File: config.mk
export PLATFORM = sky130hd
export DESIGN_NAME = screen_manager
export DESIGN_NICKNAME = d
export VERILOG_FILES = /design/src/rtl/screen_manager_pkg.sv /design/src/rtl/screen_manager_key_rise_detect.sv /design/src/rtl/screen_manager.sv
export SDC_FILE = /design/constraint.sdc
export NUM_CORES = 1
export LEC_CHECK = 0
export ABC_AREA = 1
export CAP_MARGIN = 25
export CORE_MARGIN = 4
export CORE_UTILIZATION = 43
export CTS_CLUSTER_DIAMETER = 200
export DETAILED_ROUTE_END_ITERATION = 16
export PLACE_DENSITY = 0.79
export SYNTH_ARGS = -nofsm -noshare
export SYNTH_HDL_FRONTEND = slang
export SYNTH_SLANG_ARGS = --single-unit
File: constraint.sdc
create_clock -name clk -period 1.8 [get_ports clk]
set_input_delay 0.18 -clock clk [delete_from_list [all_inputs] [get_ports clk]]
set_output_delay 0.18 -clock clk [all_outputs]
set_load 0.005 [all_outputs]
File: src/rtl/screen_manager_pkg.sv
// Shared types and defaults for the screen flow controller.
// Optional build macro: SCREEN_MANAGER_AUTO_RETURN_EN (see screen_manager.sv).
package screen_manager_pkg;

    typedef enum logic [1:0] {
        S_WELCOME   = 2'd0,
        S_GAME_INIT = 2'd1,
        S_GAME      = 2'd2,
        S_END       = 2'd3
    } screen_state_t;

    localparam int unsigned SCREEN_LOCKOUT_FRAMES = 30;
    localparam int unsigned SCREEN_END_FRAMES     = 180;
    localparam int unsigned SCREEN_FRAME_CNT_W    = 8;
    localparam int unsigned RGB_W                 = 8;

    localparam logic [RGB_W-1:0] COLOR_BLACK = 8'h00;

    // Pixel source owned by each screen state; the init cycle already shows the game.
    function automatic logic [RGB_W-1:0] select_pixel(
        input screen_state_t    state,
        input logic [RGB_W-1:0] rgb_welcome,
        input logic [RGB_W-1:0] rgb_game,
        input logic [RGB_W-1:0] rgb_end
    );
        logic [RGB_W-1:0] pix;
        pix = rgb_game;
        case (state)
            S_WELCOME: pix = rgb_welcome;
            S_END:     pix = rgb_end;
            default:   pix = rgb_game;
        endcase
        return pix;
    endfunction

endpackage

File: src/rtl/screen_manager_key_rise_detect.sv
// Rising-edge detector for a debounced key level: one register plus AND-NOT.
module key_rise_detect (
    input  logic clk,
    input  logic rst_n,
    input  logic key_in,
    output logic rise_c
);

    logic key_q;
    logic key_d;

    always_comb begin
        key_d = key_in;
    end

    always_ff @(posedge clk or negedge rst_n) begin
        if (!rst_n) begin
            key_q <= 1'b0;
        end else begin
            key_q <= key_d;
        end
    end

    assign rise_c = key_in & ~key_q;

endmodule

File: src/rtl/screen_manager.sv
// Welcome -> game -> end -> welcome flow controller with frame-based key lockout.
// Define SCREEN_MANAGER_AUTO_RETURN_EN to leave the end screen after END_FRAMES frames.
module screen_manager
    import screen_manager_pkg::*;
#(
    parameter int unsigned LOCKOUT_FRAMES = SCREEN_LOCKOUT_FRAMES,
    parameter int unsigned END_FRAMES     = SCREEN_END_FRAMES,
    parameter int unsigned FRAME_CNT_W    = SCREEN_FRAME_CNT_W
) (
    input  logic       clk,
    input  logic       resetN,
    input  logic       startOfFrame,
    input  logic       key5IsPressed,
    input  logic       flipperType,
    input  logic       gameOver,
    input  logic       gameWon,
    input  logic [7:0] RGB_screen_welcome,
    input  logic [7:0] RGB_screen_game,
    input  logic [7:0] RGB_screen_end,
    output logic       screenWelcomeOperational,
    output logic       screenGameOperational,
    output logic       screenEndOperational,
    output logic       gameRestart,
    output logic       flipperTypeLatched,
    output logic       playerWon,
    output logic [7:0] RGB_out
);

    // Thresholds must be representable in the saturating counter.
    if (((LOCKOUT_FRAMES | END_FRAMES) >> FRAME_CNT_W) != 0) begin : g_cnt_w_too_small
        $error("screen_manager: FRAME_CNT_W too narrow for frame thresholds");
    end

    screen_state_t          state_q, state_d;
    logic [FRAME_CNT_W-1:0] cnt_q, cnt_d;
    logic                   flipper_latched_q, flipper_latched_d;
    logic                   player_won_q, player_won_d;
    logic [RGB_W-1:0]       rgb_q, rgb_d;

    logic start_edge_c;
    logic lockout_done_c;

    key_rise_detect u_key5_rise (
        .clk    (clk),
        .rst_n  (resetN),
        .key_in (key5IsPressed),
        .rise_c (start_edge_c)
    );

    assign lockout_done_c = (cnt_q >= FRAME_CNT_W'(LOCKOUT_FRAMES));

`ifdef SCREEN_MANAGER_AUTO_RETURN_EN
    logic end_timeout_c;
    assign end_timeout_c = (cnt_q >= FRAME_CNT_W'(END_FRAMES));
`endif

    // State register
    always_ff @(posedge clk or negedge resetN) begin
        if (!resetN) begin
            state_q <= S_WELCOME;
        end else begin
            state_q <= state_d;
        end
    end

    // Next-state logic
    always_comb begin
        state_d = state_q;
        case (state_q)
            S_WELCOME: begin
                if (start_edge_c && lockout_done_c) begin
                    state_d = S_GAME_INIT;
                end
            end
            S_GAME_INIT: begin
                state_d = S_GAME;
            end
            S_GAME: begin
                if (gameOver || gameWon) begin
                    state_d = S_END;
                end
            end
            S_END: begin
                if (start_edge_c && lockout_done_c) begin
                    state_d = S_WELCOME;
                end
`ifdef SCREEN_MANAGER_AUTO_RETURN_EN
                else if (end_timeout_c) begin
                    state_d = S_WELCOME;
                end
`endif
            end
            default: begin
                state_d = S_WELCOME;
            end
        endcase
    end

    // Output decode of the registered state
    always_comb begin
        screenWelcomeOperational = 1'b0;
        screenGameOperational    = 1'b0;
        screenEndOperational     = 1'b0;
        gameRestart              = 1'b0;
        case (state_q)
            S_WELCOME:   screenWelcomeOperational = lockout_done_c;
            S_GAME_INIT: gameRestart              = 1'b1;
            S_GAME:      screenGameOperational    = 1'b1;
            S_END:       screenEndOperational     = 1'b1;
            default:     screenWelcomeOperational = 1'b0;
        endcase
    end

    // Frame counter, latched results and pixel mux
    always_comb begin
        cnt_d             = cnt_q;
        flipper_latched_d = flipper_latched_q;
        player_won_d      = player_won_q;
        rgb_d             = select_pixel(state_q, RGB_screen_welcome,
                                         RGB_screen_game, RGB_screen_end);

        // A frame pulse on the entry cycle is swallowed by the clear.
        if (state_d != state_q) begin
            cnt_d = '0;
        end else if (startOfFrame && (cnt_q != {FRAME_CNT_W{1'b1}})) begin
            cnt_d = cnt_q + FRAME_CNT_W'(1);
        end

        if (state_q == S_GAME_INIT) begin
            flipper_latched_d = flipperType;
        end

        // Losing wins over winning when both arrive together.
        if (state_q == S_GAME) begin
            if (gameOver) begin
                player_won_d = 1'b0;
            end else if (gameWon) begin
                player_won_d = 1'b1;
            end
        end
    end

    always_ff @(posedge clk or negedge resetN) begin
        if (!resetN) begin
            cnt_q             <= '0;
            flipper_latched_q <= 1'b0;
            player_won_q      <= 1'b0;
            rgb_q             <= COLOR_BLACK;
        end else begin
            cnt_q             <= cnt_d;
            flipper_latched_q <= flipper_latched_d;
            player_won_q      <= player_won_d;
            rgb_q             <= rgb_d;
        end
    end

    assign flipperTypeLatched = flipper_latched_q;
    assign playerWon          = player_won_q;
    assign RGB_out            = rgb_q;

endmodule

==> flow_summary.toml, run 1 <==
[worst_setup_path]
cp_max_fo = 8
slowest_delay_ns = 0.41
r2r.worst_path.cells = 10
start_kind = "flop"
crit_path_top_delay_cell = "dfrtp_1"
crit_chain = "buf_4 > inv_2 > ha_1 > o21ai_0 > a21oi_1 > nand2_4 > nand2_4 > nand2_4 > nand2_8 > nor2_2"
path_class = "flop to flop"
r2r_start = "state_q[0]$_DFF_PN0_"
cp_common_cell = "nand2_4"
cp.arrival_ns = 1.98
reg2reg_setup_slack_ns = 0.04
cp.required_ns = 2.02
cpLargestDelayFamily = "compound AO/OA/AOI/OAI gates"
cp-end-kind = "flop"
path_buf_inv = 2
rr_endpoint = "cnt_q[5]$_DFFE_PN0P_"

[synthesis]
yosysSeqAreaShare_pct = 43.9
ys_seq_elements = 21
yosysTopAreaCell = "dfrtp_1"
yosysUniqueCellTypes = 25
synth_top_area_share_pct = 43.9
avgSynthCellArea_um2 = 8.68
synth_edf_count = 0
synth_area_um2 = 1200
ys.flop_type = "dfrtp_1"
synth_cells = 138
syn_nets = 175
ys_top_cells_by_area = "dfrtp_1 (44%), a21oi_1 (7.5%), ha_1 (6.3%), nand2_1 (6.3%), inv_1 (4.4%)"
synth_warnings = 0
async_flop_share_pct = 100

[clocking]
cts_hold_buf = 0
cts.htree.levels = 1
cts.clk_slew.worst_paths_ns = 0.13
cts.sinks = 21
clk_path_buf_depth = 2
cts_root_buf = "clkbuf_4"
numCtsBuffers = 3
worstSkewPairLatency_ns = 0.32
cts_tree = "yes"

[drt]
drc = 0
dr.pass1.iters = 4
vias = 1138
wl_per_cell_um = 14.1
viasPerCell = 5.04
wl_um = 3180
ant_nets = 0
drt_iter0_drc = 49

[floorplan]
die_x_um = 60.8
coreArea_um2 = 2570
initial_core_util_pct = 46.6
die_height_um = 60.8
dieArea_um2 = 3690
placementRows = 18
io_pins = 45

[timing]
grt_setup_unrepaired = "true"
drv_slew = 0
fin_worst_skew_ns = 0.00637
setup_viol_count_final = 0
finalCriticalPeriod_ns = 1.76
hold_violations = 0
fin_crit_sh_pct = 97.8
holdWs_ns = 0.189
worstMarginPinSlew_ns = 0.379
slew-limit-headroom_pct = 74.5
max_freq_mhz = 568

[power_and_ir_drop]
leakagePower_nw = 0.824
power.density_nw_per_um2 = 1410
peakVddDrop_uv = 1020

[placement]
globalplace.congestion = 0.815
dp_hpwl_um = 2190
postPlaceCellArea_um2 = 1680
io_buffers = 44

[worst_hold_path]
hold_class = "input pin to async pin"

[cells_and_area]
final_cell_mix = "clkdlybuf4s50_1 (42), dfrtp_1 (21), nand2_1 (20)"
drive_gt1_share_pct = 23.5
nNetsFinal = 234
area_growth_pct = 51.7
mostFrequentLayoutCell = "clkdlybuf4s50_1"
antenna_cells = 0
postLayoutCoreUtil_pct = 70.8
final_area_um2 = 1820

[global_route]
grt-ovfl-total = 0
antenna_found_initial = 0
grt_max_degree = 22
grt_pass1_vias = 1203
grt_pass1_wl_um = 5220
grt_use_total_pct = 19.7

[run]
maxCapViolCount = 0

[run_status]
status = "finished, final reports clean"
[sequential cells by signal, indices dropped and copies added, names as in the netlist]
signal	flops
playerWon	1
cnt_q	8
flipperTypeLatched	1
u_key5_rise.key_q	1
state_q	2
RGB_out	8
[layout make-up]
class	count	area, µm²
clock buffers	3	22.5
clock inverters	1	5.00
fillers	213	751
inverters	15	56.3
multi-input cells	99	638
flip-flops and latches	21	526
well taps	30	37.5
repair buffers	57	532
[layer usage]
| layer | global-route usage [%] | vias to the layer above | part of all wire (%) |
|---|---|---|---|
| met5 | 0 | - | 0 |
| met4 | 11.5 | 0 | 2.9 |
| met3 | 8.09 | 8 | 10 |
| met2 | 30.4 | 48 | 47 |
| met1 | 22.9 | 524 | 40 |
| li1 | - | 558 | - |
[through the flow]
stage | setup TNS (ns) | total power, mW | setup slack, ns | std cells
2_1_floorplan | 0 | 1.54 | 0.263 | 138
4_1_cts | 0 | 2.50 | 0.0113 | 223
6_report | 0 | 2.55 | 0.0390 | 226
5_1_grt | -0.391 | 2.80 | -0.0568 | 226
3_5_place_dp | 0 | 2.10 | 0.0759 | 212
3_3_place_gp | 0 | 2.06 | 0.148 | 212
[worst register-to-register path, cell delays in order, from the launching register on]
cell     delay [ns]
dfrtp_1        0.41
buf_4          0.14
inv_2          0.09
ha_1           0.18
o21ai_0        0.16
a21oi_1        0.28
nand2_4        0.10
nand2_4        0.08
nand2_4        0.06
nand2_8        0.10
nor2_2         0.04
[where the power goes]
| part | total (mW) | leakage [nW] | internal [mW] | switching [mW] |
|---|---|---|---|---|
| clock network | 0.240 | 0.0177 | 0.0833 | 0.157 |
| registers | 0.747 | 0.264 | 0.656 | 0.0915 |
| logic | 1.57 | 0.542 | 0.785 | 0.783 |
| total | 2.55 | 0.824 | 1.52 | 1.03 |
[worst max path at each step]
stage / cells past startpoint / from / endpoint
after floorplan: 9 / state_q[0]$_DFF_PN0_ / cnt_q[3]$_DFFE_PN0P_
after global placement: 5 / state_q[0]$_DFF_PN0_ / screenWelcomeOperational
after detailed placement: 5 / state_q[0]$_DFF_PN0_ / screenWelcomeOperational
after CTS: 3 / state_q[0]$_DFF_PN0_ / screenEndOperational
after global routing: 10 / state_q[0]$_DFF_PN0_ / cnt_q[6]$_DFFE_PN0P_
final: 10 / state_q[0]$_DFF_PN0_ / cnt_q[5]$_DFFE_PN0P_
[cell families after synthesis]
group / count (synthesis) / synth area share (%)
buffers and inverters: 18 / 5.96
adders and majority gates: 6 / 6.27
xor gates and xnor gates: 6 / 4.39
DFF: 21 / 43.9
AOI/OAI and AO/OA: 23 / 9.82
muxes: 1 / 0.940
and+or+nand+nor: 63 / 28.7
[synthesized netlist by cell type (3+ instances only)]
master,n
xor2_1,5
nor2_2,8
nor2_1,13
nand2_4,3
ha_1,6
inv_1,14
o21ai_0,4
a21oi_1,18
dfrtp_1,21
nand3_1,7
nand2_1,20
nand2_2,6
[repair_timing]
item                                    CTS  global route
setup buffers                             7             3
endpoints found under the setup margin    3             2
hold endpoints to repair                  0             0
pin swaps                                 0             1
resized for setup                         8             4
Power figures use the tool's default switching activity.
==> run 2: changes to the inputs <==
- ABC_CLOCK_PERIOD_IN_PS: not set -> 1800
==> results of run 2 <==
The final DEF is identical to that of run 1; final timing and power are the same.
